==> config.mk <==
export PLATFORM = sky130hd
export DESIGN_NAME = esc_responder
export DESIGN_NICKNAME = d
export VERILOG_FILES = /design/src/rtl/prim_esc_pkg.sv /design/src/rtl/prim_esc_timeout_cnt.sv /design/src/rtl/esc_responder.sv
export SDC_FILE = /design/constraint.sdc
export NUM_CORES = 1
export LEC_CHECK = 0
export CAP_MARGIN = 30
export CORE_AREA = 2 2 39 41
export DETAILED_ROUTE_END_ITERATION = 12
export DIE_AREA = 0 0 41 43
export PLACE_DENSITY = 0.48
export SETUP_SLACK_MARGIN = 0.05
export SLEW_MARGIN = 20
export SYNTH_ARGS = -nofsm -noshare
export SYNTH_HDL_FRONTEND = slang
export SYNTH_SLANG_ARGS = --single-unit
==> constraint.sdc <==
create_clock -name clk_i -period 1 [get_ports clk_i]
set_input_delay 0.15 -clock clk_i [delete_from_list [all_inputs] [get_ports clk_i]]
set_output_delay 0.15 -clock clk_i [all_outputs]
set_load 0.02 [all_outputs]
==> src/rtl/prim_esc_pkg.sv <==
// Shared types for the escalation sender/receiver pair: differential wire bundles
// and the responder state encoding.
package prim_esc_pkg;

    typedef struct packed {
        logic esc_p;
        logic esc_n;
    } esc_tx_t;

    typedef struct packed {
        logic resp_p;
        logic resp_n;
    } esc_rx_t;

    typedef enum logic [2:0] {
        Idle     = 3'd0,
        Check    = 3'd1,
        PingResp = 3'd2,
        EscResp  = 3'd3,
        SigInt   = 3'd4
    } esc_resp_state_e;

endpackage

==> src/rtl/prim_esc_timeout_cnt.sv <==
// Saturating cycle counter with clear priority; hit flags the cycle in which the
// count steps onto Threshold (never asserted when Threshold is 0).
module prim_esc_timeout_cnt #(
    parameter int unsigned Threshold = 0
) (
    input  logic clk,
    input  logic rst_n,
    input  logic enable,
    input  logic clear,
    output logic hit
);

    localparam int unsigned CntW = (Threshold > 0) ? $clog2(Threshold + 1) : 1;
    localparam logic [CntW-1:0] CntMax = '1;
    localparam logic [CntW-1:0] CntThr = CntW'(Threshold);

    logic [CntW-1:0] count;
    logic [CntW-1:0] count_next;

    always_comb begin
        count_next = count;
        if (clear) begin
            count_next = '0;
        end else if (enable && (count != CntMax)) begin
            count_next = count + 1'b1;
        end
    end

    always_ff @(posedge clk) begin
        if (!rst_n) begin
            count <= '0;
        end else begin
            count <= count_next;
        end
    end

    assign hit = (Threshold != 0) && (count_next == CntThr);

endmodule

==> src/rtl/esc_responder.sv <==
// Escalation receiver: answers pings, asserts the local escalation enable, and flags
// differential integrity errors back to the sender through the response pair.
module esc_responder
    import prim_esc_pkg::*;
#(
    parameter int unsigned PingTimeoutCycles = 0
) (
    input  logic    clk_i,
    input  logic    rst_ni,
    input  esc_tx_t esc_tx_i,
    output esc_rx_t esc_rx_o,
    output logic    esc_en_o
);

    logic esc_level;
    logic sig_err;

    esc_resp_state_e state;
    esc_resp_state_e state_next;

    logic resp_p, resp_n;
    logic resp_p_next, resp_n_next;
    logic fsm_en;
    logic en, en_next;
    logic timeout, timeout_next;
    logic cnt_enable, cnt_clear, cnt_hit;

    assign esc_level = esc_tx_i.esc_p & ~esc_tx_i.esc_n;
    assign sig_err   = (esc_tx_i.esc_p == esc_tx_i.esc_n);

    always_comb begin
        state_next  = state;
        resp_p_next = 1'b0;
        resp_n_next = 1'b1;
        fsm_en      = 1'b0;
        if (sig_err) begin
            // Equal response wires tell the sender its lines look broken.
            state_next  = SigInt;
            resp_p_next = (state == SigInt) ? ~resp_p : 1'b1;
            resp_n_next = (state == SigInt) ? ~resp_p : 1'b1;
        end else begin
            unique case (state)
                Idle: begin
                    if (esc_level) begin
                        state_next  = Check;
                        resp_p_next = 1'b1;
                        resp_n_next = 1'b0;
                    end
                end
                Check: begin
                    if (esc_level) begin
                        state_next = EscResp;
                        fsm_en     = 1'b1;
                    end else begin
                        state_next = PingResp;
                    end
                end
                PingResp: begin
                    state_next  = Idle;
                    resp_p_next = 1'b1;
                    resp_n_next = 1'b0;
                end
                EscResp: begin
                    if (esc_level) begin
                        resp_p_next = ~resp_p;
                        resp_n_next = resp_p;
                        fsm_en      = 1'b1;
                    end else begin
                        state_next = Idle;
                    end
                end
                SigInt: begin
                    if (esc_level) begin
                        state_next  = Check;
                        resp_p_next = 1'b1;
                        resp_n_next = 1'b0;
                    end else begin
                        state_next = Idle;
                    end
                end
                default: state_next = Idle;
            endcase
        end
    end

    // Idle time counts toward the ping-absence timeout; leaving Idle restarts it.
    assign cnt_enable = (state == Idle);
    assign cnt_clear  = (state == Idle) && (state_next != Idle);

    prim_esc_timeout_cnt #(
        .Threshold(PingTimeoutCycles)
    ) u_timeout_cnt (
        .clk    (clk_i),
        .rst_n  (rst_ni),
        .enable (cnt_enable),
        .clear  (cnt_clear),
        .hit    (cnt_hit)
    );

    assign timeout_next = timeout | cnt_hit;
    assign en_next      = fsm_en | timeout_next;

    always_ff @(posedge clk_i) begin
        if (!rst_ni) begin
            state   <= Idle;
            resp_p  <= 1'b0;
            resp_n  <= 1'b1;
            en      <= 1'b0;
            timeout <= 1'b0;
        end else begin
            state   <= state_next;
            resp_p  <= resp_p_next;
            resp_n  <= resp_n_next;
            en      <= en_next;
            timeout <= timeout_next;
        end
    end

    assign esc_rx_o.resp_p = resp_p;
    assign esc_rx_o.resp_n = resp_n;
    assign esc_en_o        = en;

endmodule

==> results of run 1 <==
==> per-stage QoR <==
stage          setup slack [ps]  cell area [um^2]  total power, W
6_report                   83.7               438        0.000588
5_1_grt                    29.5               438        0.000632
4_1_cts                    20.2               444        0.000602
3_5_place_dp               -483               402        0.000374
3_3_place_gp               -446               402        0.000370
2_1_floorplan              58.4               322        0.000333
==> per-layer routing <==
layer / global-route usage, % / part of all wire, %
met5: 0 / 0
met1: 9.35 / 41
met3: 7.85 / 5.2
met2: 12.8 / 54
met4: 2.00 / 0
==> state kept, by name (all words and copies together), names as in the netlist <==
register	cells
esc_en_o	1
resp_n	1
state	3
resp_p	1
==> cells by family after synthesis <==
group | count (synthesis) | share of synthesized area, %
compound gates | 8 | 18.6
fa+ha+maj | 3 | 12.1
buf+inv | 5 | 8.50
flops | 6 | 38.9
simple gates | 11 | 21.9
==> worst min-delay path by stage <==
stage	startpoint	to	slack, ps
after floorplan	rst_ni	resp_n	240
after global placement	state[2]	resp_p	550
after detailed placement	state[2]	state[2]	560
after CTS	esc_tx_i[1]	state[1]	460
after global routing	esc_tx_i[1]	state[1]	320
final	esc_tx_i[1]	state[1]	310
==> worst register-to-register path, cell delays in order, from the launching register on <==
cell      delay (ps)
dfxtp_2          310
buf_6            110
nand2b_4         130
a21oi_2          150
o211ai_1          90
==> power by group through the flow <==
stage,clock (W),sequential (W),combinational [W]
2_1_floorplan,0,0.000265,0.0000674
3_3_place_gp,0,0.000266,0.000104
3_5_place_dp,0,0.000266,0.000108
4_1_cts,0.000226,0.000262,0.000113
5_1_grt,0.000250,0.000261,0.000121
6_report,0.000217,0.000260,0.000111
==> synth_stat cells <==
cell type  count  share of area, %
nor2b_1        1               2.0
o211ai_1       1               2.4
o211a_1        2               6.5
o31ai_1        1               2.4
ha_1           3                12
nor2_1         1               1.2
inv_1          3               3.6
and3_1         1               2.0
nand2_1        1               1.2
nand2b_1       3               6.1
dfxtp_1        6                39
nor2_2         1               2.0
nor4b_1        1               2.8
buf_4          2               4.9
nand3b_1       1               2.4
nand4_1        1               2.0
a21oi_1        3               4.9
a21o_1         1               2.4
==> final cells by class <==
class                      count  area share (%)
tap                           16            4.57
clock buffer                   3            5.14
inverter                       3            2.57
sequential                     6            29.4
multi-input combinational     22            44.9
timing repair buffer           8            13.4
==> repair_timing <==
action	4_1_cts	5_1_grt
setup endpoints to repair	9	6
resized for setup	17	11
pin swaps	2	4
==> results.toml, run 1 <==
[synthesis]
yosysWarnings = 0
synth_cells = 33
synth-seq-cells = 6
seq_area_frac_synth_pct = 38.9
avgSynthCellArea_um2 = 9.37
syn-num-nets = 40
synth_area_um2 = 309
yosysUniqueCellTypes = 18

[place]
gp_congestion = 0.697
io_buffer_count = 6
place_hpwl_um = 467
place_inst = 55

[finish]
regArea_um2 = 129
layout-drive-gt1-share_pct = 42.9
n_antenna_cell = 0
multi_input_area_um2 = 196
fill_cells = 144
fin_util_pct = 31.6
syn_to_final_growth_pct = 41.7
layout_common_cells = "clkbuf_4, dfxtp_1, buf_2"
stdcell_count = 58
nets = 51

[drt]
vias = 261
first_pass_iters = 2
ant_nets = 0
drc_errors = 0
routedWlPerCell_um = 11.2
first_iter_violations = 4
viasPerCell = 4.50
routed_wl_um = 652

[grt]
grtUsageTotal_pct = 8.84
grt_max_degree = 7
grt_pass1_vias = 249
grt_pass1_wl_um = 1010
antenna_found_initial = 0
grt.overflow.total = 0

[clocking]
cts_buffer_depth = 2
clock-sinks = 6
cts_hold_buf = 0
postCtsSetupBuffers = 0
htreeDepth = 1
cts_tree = "built"
clk_latency_ps = 240
clkTransAtPathRegs_ps = 40
cts_made_buffers = 3
root_buffer = "clkbuf_4"

[power]
power_switching_w = 0.000143
p_seq_share_pct = 44.2
sw_frac_of_total_pct = 24.4
p_comb_share_pct = 18.8
clkPwrFrac_pct = 37.0
peakVddDrop_mv = 0.560
intPower_w = 0.000445
power_density_nw_per_um2 = 1340
power_leakage_nw = 0.205

[floorplanning]
core_area_um2 = 1380
die_area_um2 = 1760
rows = 14
start_util_pct = 22.3
fp.dieW_um = 41
die_y_um = 43
ios = 7

[worst_setup_path]
crit_buf_inv = 1
crit_type = "flop to flop"
path_depth = 4
cp.required_ps = 1110
crit_end = "resp_n"
cpPeakStageDelay_ps = 310
cp-startpoint = "resp_p"
crit_chain = "buf_6, nand2b_4, a21oi_2, o211ai_1"
r2r_slack_ps = 80
r2r-start = "resp_p"
cp_slowest_cell = "dfxtp_2"
timing.rr.end = "resp_n"
cp_top_family = "flip-flops"
path_max_fanout = 3
critPathCaptureType = "flop"
cp.arrival_ps = 1030
critical_path.startpoint_type = "flop"
ff2ff_path_depth = 4

[timing]
post-route-period-util_pct = 91.6
skew_ps = 0.551
max-slew-margin-rel_pct = 85.5
hold_viol = 0
finalMaxSlewViolations = 0
setup-tns-final_ps = 0
max_freq_mhz = 1090
tightest_slew_ps = 215
setup_viol = 0
hold_ws_ps = 314
final.min_clock_period_ps = 916
rsz0062_at_grt = "true"

[min_path]
hold_depth = 3
hold_class = "primary input to flop"

[job]
max-cap-violations = 0

[status]
outcome = "complete, no violations"
Power figures use the tool's default switching activity.
==> inputs of run 2 (changes only) <==
==> constraint.sdc (replaced) <==
create_clock -name clk_i -period 0.81 [get_ports clk_i]
set_input_delay 0.1215 -clock clk_i [delete_from_list [all_inputs] [get_ports clk_i]]
set_output_delay 0.1215 -clock clk_i [all_outputs]
set_load 0.02 [all_outputs]
==> run 2 against run 1 <==
  * The run now ends with setup timing left
  * Clock power rose by 34%
  * Hold slack improved by 110 ps
  * Via count up 3.8%
  * Combinational power increased by 42%
  * Die area unchanged
  * Clock skew up 6.4 ps
  * Critical path type unchanged
  * Largest power group unchanged
==> results.toml, run 2 (same netlist as run 1, synthesis figures left out) <==
[status]
outcome = "finished with violations"
violations = "setup timing"

[finish]
fin_util_pct = 36.0
nets = 53
layout_common_cells = "buf_6, clkbuf_4, dfxtp_2, buf_4"
fill_cells = 131
top_register = "state"
n_antenna_cell = 0
largest_reg_flops = 3
final_common_cell = "buf_6"
layout-drive-gt1-share_pct = 51.1
stdcell_count = 61
syn_to_final_growth_pct = 61.1

[drt]
first_iter_violations = 6
viasPerCell = 4.44
routedWlPerCell_um = 9.98
ant_nets = 0
vias = 271
first_pass_iters = 4
routed_wl_um = 609
drc_errors = 0

[timing]
setup_viol = 6
max_freq_mhz = 1070
fin_ws_ps = -121
final.min_clock_period_ps = 931
skew_ps = 6.93
finalMaxSlewViolations = 0
hold_viol = 0
tightest_slew_ps = 185
post-route-period-util_pct = 115
rsz0062_at_grt = "true"
hold_ws_ps = 428
max-slew-margin-rel_pct = 87.6

[power]
p_comb_share_pct = 20.3
sw_frac_of_total_pct = 24.4
p_seq_share_pct = 42.1
clkPwrFrac_pct = 37.6
intPower_w = 0.000586
power_switching_w = 0.000189
power_density_nw_per_um2 = 1560
power_leakage_nw = 0.226
peakVddDrop_mv = 0.931

[worst_setup_path]
cp_slowest_cell = "dfxtp_4"
cp-startpoint = "state[0]"
critPathCaptureType = "flop"
cp.required_ps = 940
crit_buf_inv = 0
crit_chain = "nor2_4, a21o_1, o211a_1"
crit_type = "flop to flop"
path_max_fanout = 5
r2r-start = "state[0]"
ff2ff_path_depth = 3
cp.arrival_ps = 1060
cp_top_family = "compound AO/OA/AOI/OAI gates"
cpPeakStageDelay_ps = 380
r2r_slack_ps = -120
timing.rr.end = "resp_p"
critical_path.startpoint_type = "flop"

[grt]
gr-usage-met2_pct = 14.1
met1_usage_pct = 7.12
grt_pass1_vias = 273
met3_usage_pct = 7.85
antenna_found_initial = 0
grt_pass1_wl_um = 979
grtUsageTotal_pct = 8.75
busiest_layer = "met2"
grt.overflow.total = 0
grt_max_degree = 7

[floorplanning]
rows = 14
core_area_um2 = 1380
ios = 7
die_y_um = 43
start_util_pct = 22.3
fp.dieW_um = 41
die_area_um2 = 1760

[place]
place_hpwl_um = 461
place_inst = 56
gp_congestion = 0.777
io_buffer_count = 6

[clocking]
clkTransAtPathRegs_ps = 50
cts_tree = "built"
cts_made_buffers = 3
clk_latency_ps = 240
cts_buffer_depth = 2
root_buffer = "clkbuf_4"
clock-sinks = 6
htreeDepth = 1

[min_path]
hold_path.startpoint = "esc_tx_i[0]"
hold_depth = 4
hold_class = "primary input to flop"
min_to = "state[1]"

[job]
max-cap-violations = 0
run 2: cell count changes in the layout (fill, tap and decap cells not counted), moves of 2 or more:
cell / delta
buf_6: +3
buf_4: +2
buf_2: -3
dfxtp_2: +2
dfxtp_1: -2
run 2: layout make-up:
type,count,area [um^2],area share (%)
clock buffer,4,26.3,5.28
inverter,3,11.3,2.26
timing repair buffer,10,96.3,19.3
multi-input combinational,22,213,42.7
sequential,6,131,26.4
tap,16,20.0,4.02
run 2: worst reg2reg max path: cells and delay by family, from the launching register on:
family	cells	cell delay (ps)
AND/OR/NAND/NOR	1	50
AO/OA/AOI/OAI	2	390
flip-flops	1	380
run 2: routing by layer:
metal	part of all wire [%]	wire [um]
met1	36	222
met2	54	329
met3	9.4	57
met4	0	0
met5	0	0
run 2: worst max-delay path by stage:
stage | endpoint | slack, ps | depth (start not counted)
detailed placement | resp_p | -600 | 4
global route | resp_n | -150 | 4
finish | resp_p | -120 | 3
floorplan | resp_p | -40 | 3
global placement | resp_p | -570 | 4
CTS | resp_p | -120 | 3
run 2: power by group through the flow:
stage / registers (W) / logic, W / clock network (W)
after global placement: 0.000327 / 0.000133 / 0
after detailed placement: 0.000327 / 0.000137 / 0
after floorplan: 0.000326 / 0.0000841 / 0
after CTS: 0.000327 / 0.000153 / 0.000309
after global routing: 0.000327 / 0.000170 / 0.000328
final: 0.000326 / 0.000158 / 0.000291
run 2: stage by stage:
| step | setup TNS, ps | instance area [um^2] | setup slack, ps | power (W) |
|---|---|---|---|---|
| after floorplan | -61.7 | 332 | -37.5 | 0.000410 |
| after global placement | -3610 | 419 | -568 | 0.000460 |
| after detailed placement | -3770 | 419 | -601 | 0.000464 |
| after CTS | -357 | 483 | -117 | 0.000789 |
| after global routing | -539 | 498 | -147 | 0.000824 |
| final | -322 | 498 | -121 | 0.000775 |
run 2: repair_timing:
action                     CTS  global route
resized for setup           29             3
setup endpoints to repair    9             9
pin swaps                    3             1
hold buffers                 0             0
setup buffers                1             0
==> inputs of run 3 (changes only) <==
--- a/config.mk
+++ b/config.mk
@@ -7,6 +7,7 @@
 export LEC_CHECK = 0
 export CAP_MARGIN = 30
 export CORE_AREA = 2 2 39 41
+export CTS_CLUSTER_DIAMETER = 80
 export DETAILED_ROUTE_END_ITERATION = 12
 export DIE_AREA = 0 0 41 43
 export PLACE_DENSITY = 0.48
==> results of run 3 <==
Same layout as run 2: the final DEF is identical, and so are final timing and power.
